[src/rtl/spi_target_pkg.sv]
// ============================================================================
// Module      : spi_target_pkg
// Description : Shared constants and FSM state type for the SPI register target.
// Revision    : 1.0 - initial release
// ============================================================================
`default_nettype none

package spi_target_pkg;

    localparam int NREGS        = 32;
    localparam int ADDR_W       = 5;

    // Command byte layout: [7:3] register address, [1] write flag
    localparam int CMD_ADDR_MSB = 7;
    localparam int CMD_ADDR_LSB = 3;
    localparam int CMD_WR_BIT   = 1;

    typedef enum logic [1:0] {
        IDLE = 2'd0,
        CMD  = 2'd1,
        DATA = 2'd2
    } state_t;

endpackage

`default_nettype wire

[src/rtl/spi_sync_edge.sv]
// ============================================================================
// Module      : spi_sync_edge
// Description : Two-flop synchroniser with rise/fall detection on the synced level.
// Revision    : 1.0 - initial release
// ============================================================================
`default_nettype none

module spi_sync_edge #(
    parameter logic RST_VAL = 1'b0
) (
    input  logic clk,
    input  logic rst,
    input  logic i_din,
    output logic o_dout,
    output logic o_rise,
    output logic o_fall
);

    logic r_meta;
    logic r_sync;
    logic r_prev;

    always_ff @(posedge clk) begin
        if (rst) begin
            r_meta <= RST_VAL;
            r_sync <= RST_VAL;
            r_prev <= RST_VAL;
        end else begin
            r_meta <= i_din;
            r_sync <= r_meta;
            r_prev <= r_sync;
        end
    end

    assign o_dout = r_sync;
    assign o_rise = r_sync & ~r_prev;
    assign o_fall = ~r_sync & r_prev;

endmodule

`default_nettype wire

[src/rtl/spi_target_regs.sv]
// ============================================================================
// Module      : spi_target_regs
// Description : SPI mode-0 responder exposing 32 x 8-bit registers with a
//               MAX3421E-style command byte, plus a fabric read/write port.
// Revision    : 1.0 - initial release
// ============================================================================
`default_nettype none

module spi_target_regs
    import spi_target_pkg::*;
#(
    parameter logic [ADDR_W-1:0] STATUS_ADDR = '0,
    parameter logic [7:0]        RESET_VAL   = 8'h00
) (
    input  logic              clk_clk,
    input  logic              reset_reset,
    input  logic              spi_sclk,
    input  logic              spi_mosi,
    input  logic              spi_ss_n,
    output logic              spi_miso,
    output logic              spi_miso_oe,
    input  logic [ADDR_W-1:0] fab_addr,
    input  logic [7:0]        fab_wdata,
    input  logic              fab_we,
    output logic [7:0]        fab_rdata,
    output logic              spi_wr_stb,
    output logic [ADDR_W-1:0] spi_wr_addr,
    output logic [7:0]        spi_wr_data
);

    logic w_sclk_rise, w_sclk_fall, w_sclk_lvl;
    logic w_mosi, w_mosi_rise, w_mosi_fall;
    logic w_ss_n, w_ss_rise, w_ss_fall;
    logic w_unused_edges;

    spi_sync_edge #(.RST_VAL(1'b0)) u_sync_sclk (
        .clk(clk_clk), .rst(reset_reset), .i_din(spi_sclk),
        .o_dout(w_sclk_lvl), .o_rise(w_sclk_rise), .o_fall(w_sclk_fall)
    );

    spi_sync_edge #(.RST_VAL(1'b0)) u_sync_mosi (
        .clk(clk_clk), .rst(reset_reset), .i_din(spi_mosi),
        .o_dout(w_mosi), .o_rise(w_mosi_rise), .o_fall(w_mosi_fall)
    );

    // ss_n resets high so the bus looks deselected straight out of reset
    spi_sync_edge #(.RST_VAL(1'b1)) u_sync_ss (
        .clk(clk_clk), .rst(reset_reset), .i_din(spi_ss_n),
        .o_dout(w_ss_n), .o_rise(w_ss_rise), .o_fall(w_ss_fall)
    );

    assign w_unused_edges = w_sclk_lvl | w_mosi_rise | w_mosi_fall | w_ss_rise | w_ss_fall;

    state_t            r_state, w_state_next;
    logic [2:0]        r_bit_cnt;
    logic [6:0]        r_shift_in;
    logic [7:0]        r_miso_sh;
    logic [ADDR_W-1:0] r_addr;
    logic              r_wr;
    logic [7:0]        r_regs [NREGS];
    logic [7:0]        r_fab_rdata;
    logic              r_wr_stb;
    logic [ADDR_W-1:0] r_wr_addr;
    logic [7:0]        r_wr_data;

    logic [7:0]        w_byte;
    logic              w_byte_done;
    logic              w_spi_we;
    logic [ADDR_W-1:0] w_addr_next;
    logic [ADDR_W-1:0] w_cmd_addr;

    assign w_byte      = {r_shift_in, w_mosi};
    assign w_byte_done = w_sclk_rise && (r_bit_cnt == 3'd7) && !w_ss_n && (r_state != IDLE);
    assign w_spi_we    = w_byte_done && (r_state == DATA) && r_wr;
    assign w_addr_next = r_addr + 1'b1;
    assign w_cmd_addr  = w_byte[CMD_ADDR_MSB:CMD_ADDR_LSB];

    always_ff @(posedge clk_clk) begin
        if (reset_reset) r_state <= IDLE;
        else             r_state <= w_state_next;
    end

    always_comb begin
        w_state_next = r_state;
        if (w_ss_n) begin
            w_state_next = IDLE;
        end else begin
            case (r_state)
                IDLE:    w_state_next = CMD;
                CMD:     if (w_byte_done) w_state_next = DATA;
                DATA:    w_state_next = DATA;
                default: w_state_next = IDLE;
            endcase
        end
    end

    always_ff @(posedge clk_clk) begin
        if (reset_reset) begin
            r_bit_cnt  <= 3'd0;
            r_shift_in <= 7'd0;
            r_miso_sh  <= 8'h00;
            r_addr     <= '0;
            r_wr       <= 1'b0;
        end else if (r_state == IDLE || w_ss_n) begin
            r_bit_cnt  <= 3'd0;
            r_shift_in <= 7'd0;
            r_miso_sh  <= w_ss_n ? 8'h00 : r_regs[STATUS_ADDR];
        end else begin
            if (w_sclk_rise) begin
                r_shift_in <= w_byte[6:0];
                r_bit_cnt  <= r_bit_cnt + 3'd1;
            end else if (w_sclk_fall && r_bit_cnt != 3'd0) begin
                // Fall right after a byte boundary must keep the freshly loaded MSB
                r_miso_sh <= {r_miso_sh[6:0], 1'b0};
            end
            if (w_byte_done) begin
                if (r_state == CMD) begin
                    r_addr    <= w_cmd_addr;
                    r_wr      <= w_byte[CMD_WR_BIT];
                    r_miso_sh <= w_byte[CMD_WR_BIT] ? 8'h00 : r_regs[w_cmd_addr];
                end else begin
                    r_addr    <= w_addr_next;
                    r_miso_sh <= r_wr ? 8'h00 : r_regs[w_addr_next];
                end
            end
        end
    end

    // SPI write takes priority over a same-address fabric write
    always_ff @(posedge clk_clk) begin
        if (reset_reset) begin
            for (int i = 0; i < NREGS; i++) r_regs[i] <= RESET_VAL;
        end else begin
            for (int i = 0; i < NREGS; i++) begin
                if (w_spi_we && r_addr == ADDR_W'(i))
                    r_regs[i] <= w_byte;
                else if (fab_we && fab_addr == ADDR_W'(i))
                    r_regs[i] <= fab_wdata;
            end
        end
    end

    always_ff @(posedge clk_clk) begin
        if (reset_reset) begin
            r_fab_rdata <= 8'h00;
            r_wr_stb    <= 1'b0;
            r_wr_addr   <= '0;
            r_wr_data   <= 8'h00;
        end else begin
            if (w_spi_we && r_addr == fab_addr) r_fab_rdata <= w_byte;
            else if (fab_we)                    r_fab_rdata <= fab_wdata;
            else                                r_fab_rdata <= r_regs[fab_addr];
            r_wr_stb <= w_spi_we;
            if (w_spi_we) begin
                r_wr_addr <= r_addr;
                r_wr_data <= w_byte;
            end
        end
    end

    assign spi_miso_oe = ~w_ss_n;
    assign spi_miso    = ~w_ss_n & r_miso_sh[7];
    assign fab_rdata   = r_fab_rdata;
    assign spi_wr_stb  = r_wr_stb;
    assign spi_wr_addr = r_wr_addr;
    assign spi_wr_data = r_wr_data;

endmodule

`default_nettype wire

[config.mk]
export PLATFORM = sky130hd
export DESIGN_NAME = spi_target_regs
export DESIGN_NICKNAME = d
export VERILOG_FILES = /design/src/rtl/spi_target_pkg.sv /design/src/rtl/spi_sync_edge.sv /design/src/rtl/spi_target_regs.sv
export SDC_FILE = /design/constraint.sdc
export NUM_CORES = 1
export LEC_CHECK = 0
export ABC_AREA = 1
export BUFFER_PORTS_ARGS = -buffer_cell sky130_fd_sc_hd__buf_2
export CAP_MARGIN = 30
export CORE_MARGIN = 5
export CORE_UTILIZATION = 45
export CTS_CLUSTER_DIAMETER = 200
export DETAILED_ROUTE_END_ITERATION = 6
export PLACE_DENSITY = 0.7
export SYNTH_ARGS = -nofsm -noshare
export SYNTH_HDL_FRONTEND = slang
export SYNTH_SLANG_ARGS = --single-unit
[constraint.sdc]
create_clock -name clk_clk -period 3.6 [get_ports clk_clk]
set_input_delay 0.9 -clock clk_clk [delete_from_list [all_inputs] [get_ports clk_clk]]
set_output_delay 0.9 -clock clk_clk [all_outputs]
set_load 0.03 [all_outputs]
Yosys cells after proc, flatten, opt, wreduce, memory -nomap -nowiden

Memories as Yosys holds them, arrays and structs flattened. A register that Yosys moved wholly into a read port is not among the register bits.
Cells that the tools add are included.

Flip-flop bits (word level): 55
Bits in latches: 0
RAM bits: 256
Memory bits (read-only): 0
Bits of input ports: 19
Output and inout bits: 24
Word-level logic and storage cells: 548
Memories: 1

Add/sub/neg operators: 2
Multipliers: 0
Div/mod/pow operators: 0
Order comparisons: 0
Equality and inequality tests: 68
Shift operators: 0
Multiplexer cells: 305
Bitwise gates (word level): 71
Reduce and logical (&&, ||, !) cells: 84

Memories:

| name   | words | bits a word | read ports | clocked after Yosys merged registers in | write ports | RTL line              | text |
|---|---|---|---|---|---|---|---|
| r_regs | 32    | 8           | 4          | 1                                       | 32          | spi_target_regs.sv:60 | `logic [7:0] r_regs [NREGS];` |

Operators with widths:

| operator                                               | number |
|---|---|
| two-way mux 8 bit                                      | 74 |
| two-way mux 1 bit                                      | 226 |
| == test 5 bit (second input constant)                  | 32 |
| == test 5 x 4 -> 1 bit (second input constant)         | 16 |
| logical AND 1 bit                                      | 71 |
| OR 1 bit                                               | 64 |
| == test 5 x 3 -> 1 bit (second input constant)         | 8 |
| == test 5 x 2 -> 1 bit (second input constant)         | 4 |
| two-way mux 5 bit                                      | 3 |
| == test 5 x 1 -> 1 bit (second input constant)         | 2 |
| logical NOT 5 bit                                      | 2 |
| case mux 2 bit (3 select lines)                        | 1 |
| nonzero test 3 bit                                     | 2 |
| adder 5 x 1 -> 5 bit (second input constant)           | 1 |
| == test 5 bit                                          | 1 |
| inverter 1 bit                                         | 4 |
| AND reduction 2 bit                                    | 2 |
| OR reduction 2 bit                                     | 2 |
| adder 3 x 1 -> 3 bit (second input constant)           | 1 |
| bitwise AND 1 bit                                      | 3 |
| == test 3 bit (second input constant)                  | 1 |
| inequality test 3 x 1 -> 1 bit (second input constant) | 1 |
| AND reduction 3 bit                                    | 1 |
| == test 2 x 1 -> 1 bit (second input constant)         | 1 |
| other kinds (7)                                        | 7 |

Depth between registers and ports, before layout

Depth in word-level cells: 13
Depth in mapped cells: 16
Mapped depth without buffers: 12

Cells and area by module

Synthesis repeated with hierarchy kept, for this count alone.

Cells, all modules: 3026
Area, all modules: 21498.1 µm²

By module, submodules not included:

| module                           | times used | cells an instance | area each (µm²) | seq. area each (µm²) |
|---|---|---|---|---|
| spi_target_regs                  | 1          | 2989              | 21212.8         | 8748.4 |
| spi_sync_edge at u_sync_mosi ... | 2          | 12                | 93.8            | 60.1 |
| spi_sync_edge at u_sync_ss       | 1          | 13                | 97.6            | 60.1 |

Worst setup path after synthesis

OpenSTA, ideal clock, no wires.

Path type: input to register
From: in fab_addr[1]
To: mem r_regs[15][0], enable pin
Library setup time: 0.337 ns
Arrival: 2.181 ns
Required time: 3.263 ns
Path slack: 1.082 ns
Stages on the path: 7
Buffers on the path: 3
Path through: buf_2 > nand2_1 > inv_1 > buf_2 > buf_2 > nand4_2 > nand3_1

RTL lines:

| item            | RTL line              | text |
|---|---|---|
| start, declared | spi_target_regs.sv:22 | `input logic [ADDR_W-1:0] fab_addr,` |
| end, declared   | spi_target_regs.sv:60 |  |

Worst setup path in the final report

From: reg r_addr[1]
To: reg r_miso_sh[3]

Word-level cells in the longest chain between the ends: 6

RTL lines:

| item                     | RTL line               | text |
|---|---|---|
| start, declared          | spi_target_regs.sv:58  | `logic [ADDR_W-1:0] r_addr;` |
| start signal, assigned   | spi_target_regs.sv:118 | `r_addr <= w_cmd_addr;` |
| start signal, assigned   | spi_target_regs.sv:122 | `r_addr <= w_addr_next;` |
| adder 5 x 1 -> 5 bit     | spi_target_regs.sv:75  | `assign w_addr_next = r_addr + 1'b1;` |
| memory read (32 x 8 bit) | --                     |  |
| two-way mux 8 bit        | spi_target_regs.sv:123 | `r_miso_sh <= r_wr ? 8'h00 : r_regs[w_addr_next];` |
| two-way mux 8 bit        | spi_target_regs.sv:117 | `if (r_state == CMD) begin` |
| two-way mux 8 bit        | spi_target_regs.sv:116 | `if (w_byte_done) begin` |
| two-way mux 8 bit        | spi_target_regs.sv:104 | `end else if (r_state == IDLE \|\| w_ss_n) begin` |
| end signal, assigned     | spi_target_regs.sv:107 | `r_miso_sh <= w_ss_n ? 8'h00 : r_regs[STATUS_ADDR];` |
| end signal, assigned     | spi_target_regs.sv:120 | `r_miso_sh <= w_byte[CMD_WR_BIT] ? 8'h00 : r_regs[w_cmd_addr];` |
| end signal, assigned     | spi_target_regs.sv:123 |  |
| end, declared            | spi_target_regs.sv:57  | `logic [7:0] r_miso_sh;` |

Every way passes these cells.
A chain may end at the register's enable or synchronous reset.

==> results.cfg <==
[detailed_routing]
routedWlPerCell_um = 26.28
drt_iter0_drc = 4049
ant_nets = 0
num_vias = 22883
firstDrtPassIters = 6
vias_per_cell = 6.444
finalWirelength_um = 93340
drc = 0

[setup_path]
cp.depth = 11
worst-path-max-fanout = 53
worstPathCellList = inv_1 -> ha_2 -> buf_4 -> nand3_1 -> nand3_1 -> nand3_1 -> nand3_1 -> nand3_1 -> nand2_1 -> nand2_1 -> a21oi_1
r2r_cells = 11
end_kind = flip-flop
required_ns = 4.07
critPathSlowestCell = buf_4
critical-path-top-delay-family = simple AND/OR/NAND/NOR gates
start_kind = flip-flop
worstSetupPathType = flip-flop to flip-flop
critPathMostFrequentCell = nand3_1
path_buf_inv = 2
cp_slowest_stage_delay_ns = 0.62
arrival_ns = 3.66

[yosys]
synth-main-ff-cell = edfxtp_1
synth.most_common_cell = nand2_1
ys_seq_area_share_pct = 41.50
synth-edff-count = 256
syn_area_um2 = 21420
synthTopCellsByCount = 842 x nand2_1, 590 x nand3_1, 297 x o21ai_0
synth_top_area_share_pct = 35.89
async_reset_ff_share_pct = 0
synthMuxAreaShare_pct = 0
synth_compound_gate_area_share_pct = 14.86
synthAdderAreaFrac_pct = 0.7010
syn_avg_cell_area_um2 = 7.205
synth_xor_area_share_pct = 0.2862
ys_ff_latch = 316
yosys.area_share.simple_pct = 33.34
syn_nets = 3004
yosysWarnings = 0
synth_top_family_by_area = simple AND/OR/NAND/NOR gates
synth_cell_type_count = 49
yosys-top-cells-area = edfxtp_1 36%, nand2_1 15%, nand3_1 14%, o21ai_0 6.9%, dfxtp_1 5.6%
synth_area_leader_cell = edfxtp_1
synth_cells = 2973

[clock_network]
cts_resized = 0
clk_latency_ns = 0.54
clock_sinks = 316
cts.clk_slew.worst_paths_ns = 0.06
htree_levels = 2
root_buffer = clkbuf_16
postCtsSetupRepairBufs = 0
postCtsHoldBufs = 0
cts_max_path_buffers = 3
numCtsBuffers = 36
cts_tree = built

[floorplanning]
boundaryPins = 43
die_area_um2 = 52060
initial_core_util_pct = 45.15
dieHeight_um = 228.2
fp-row-count = 80
die_w_um = 228.2
core_area_um2 = 47450

[layout]
nets = 2942
syn_to_final_growth_pct = 9.446
final-instance-count-excl-fill = 3551
diodes = 0
layout-drive-gt1-share_pct = 9.094
finish.utilization_pct = 49.41

[grt]
antenna_found_initial = 3
grt_pass1_vias = 20887
grt_first_pass_wirelength_um = 135600
grt_usage_pct = 34.15
grt-ovfl-total = 0
grt_max_degree = 129

[timing]
period_minus_slack_ns = 3.193
max_freq_mhz = 313.2
setup_viol = 0
slew_viol_final = 0
clock-skew-final_ns = 0.01427
final.period_utilization_pct = 88.70
finalSetupTns_ns = 0
rsz0062_at_grt = no
hold_viol_final = 0
worstMarginPinSlew_ns = 1.076
relSlewSlack_pct = 28.27

[power_and_ir_drop]
power_mw = 9.002
ir_drop_v = 0.0003830
p_leak_nw = 9.433
powerDensity_nw_per_um2 = 384.0

[placement]
port_buffers = 42
gp_congestion = 1.070
placedCellCount = 3487
post-dp-hpwl_um = 62710

[run]
drv_cap = 0

[worst_hold_path]
hp-class = flip-flop to flip-flop
holdPathStages = 2

[status]
status = finished clean
-- sequential cells by signal, indices dropped and copies added, names as in the netlist, 2 cells and up, named ones only --
register and flops:
fab_rdata 8, r_addr 5, r_bit_cnt 3, r_miso_sh 8, r_regs 256, r_shift_in 7
r_state 2, spi_wr_addr 5, spi_wr_data 8
-- through the flow --
| step | hold slack, ns | instance area (um^2) | worst slack, ns |
|---|---|---|---|
| 2_1_floorplan | 0.3883 | 21420 | 1.082 |
| 3_3_place_gp | 0.3918 | 22180 | 0.2460 |
| 3_5_place_dp | 0.3938 | 22180 | 0.2061 |
| 4_1_cts | 0.4049 | 23420 | 0.6095 |
| 5_1_grt | 0.4361 | 23440 | 0.3235 |
| 6_report | 0.3983 | 23440 | 0.4069 |
-- final timing paths --
kind	endpoint	slack, ns	startpoint
setup reg to reg	r_miso_sh[3]$_SDFFE_PP0P_	0.41	r_addr[1]$_SDFFE_PP0P_
hold reg to reg	u_sync_mosi.o_dout$_SDFF_PP0_	0.40	u_sync_mosi.r_meta$_SDFF_PP0_
hold / removal	u_sync_mosi.o_dout$_SDFF_PP0_	0.40	u_sync_mosi.r_meta$_SDFF_PP0_
setup / recovery	r_miso_sh[3]$_SDFFE_PP0P_	0.41	r_addr[1]$_SDFFE_PP0P_
-- cells in the final DEF, fill, tap and decap left out, types with 37 or more instances in the layout --
cell type and instances:
a21oi_1 70, a22oi_1 58, buf_2 42, buf_4 79
clkbuf_16 37, dfxtp_1 57, edfxtp_1 256, inv_1 246
nand2_1 842, nand3_1 590, nor2_1 71, o21ai_0 297
o22ai_1 96
-- worst register-to-register path: cells and delay by family, from the launching register on --
family	cells	cell delay [ns]
DFF	1	0.53
and+or+nand+nor	7	1.17
buffers and inverters	2	0.85
AOI/OAI and AO/OA	1	0.15
adders and majority gates	1	0.42
-- area by class of cell --
| cell class | count | area, um^2 |
|---|---|---|
| Timing Repair Buffer | 131 | 1011 |
| Clock buffer | 47 | 1023 |
| Fill cell | 4615 | 24000 |
| Inverter | 259 | 980.9 |
| Tap cell | 615 | 769.5 |
| Sequential cell | 316 | 8897 |
| Clock inverter | 16 | 207.7 |
| Multi-Input combinational cell | 2167 | 10550 |
-- per-layer routing --
layer / track usage [%] / vias to the layer above / share of wire, %
met5: 0 / - / 0.045
met4: 18.09 / 6 / 6.7
met3: 10.21 / 397 / 15
met2: 51.20 / 1887 / 42
met1: 44.68 / 10542 / 36
li1: - / 10051 / -
-- cells by family after synthesis --
group / after synthesis
and+or+nand+nor: 1587
DFF: 316
xor gates and xnor gates: 7
AOI/OAI and AO/OA: 561
adders and majority gates: 12
buffers and inverters: 490
-- where the power goes --
| part | leakage, nW | internal (mW) | switching, mW |
|---|---|---|---|
| Combinational | 5.79 | 0.220 | 0.643 |
| Clock | 0.600 | 2.36 | 1.56 |
| Sequential | 3.05 | 4.09 | 0.131 |
| Total | 9.43 | 6.67 | 2.33 |
Note: power is estimated with default switching activity, not from simulation.
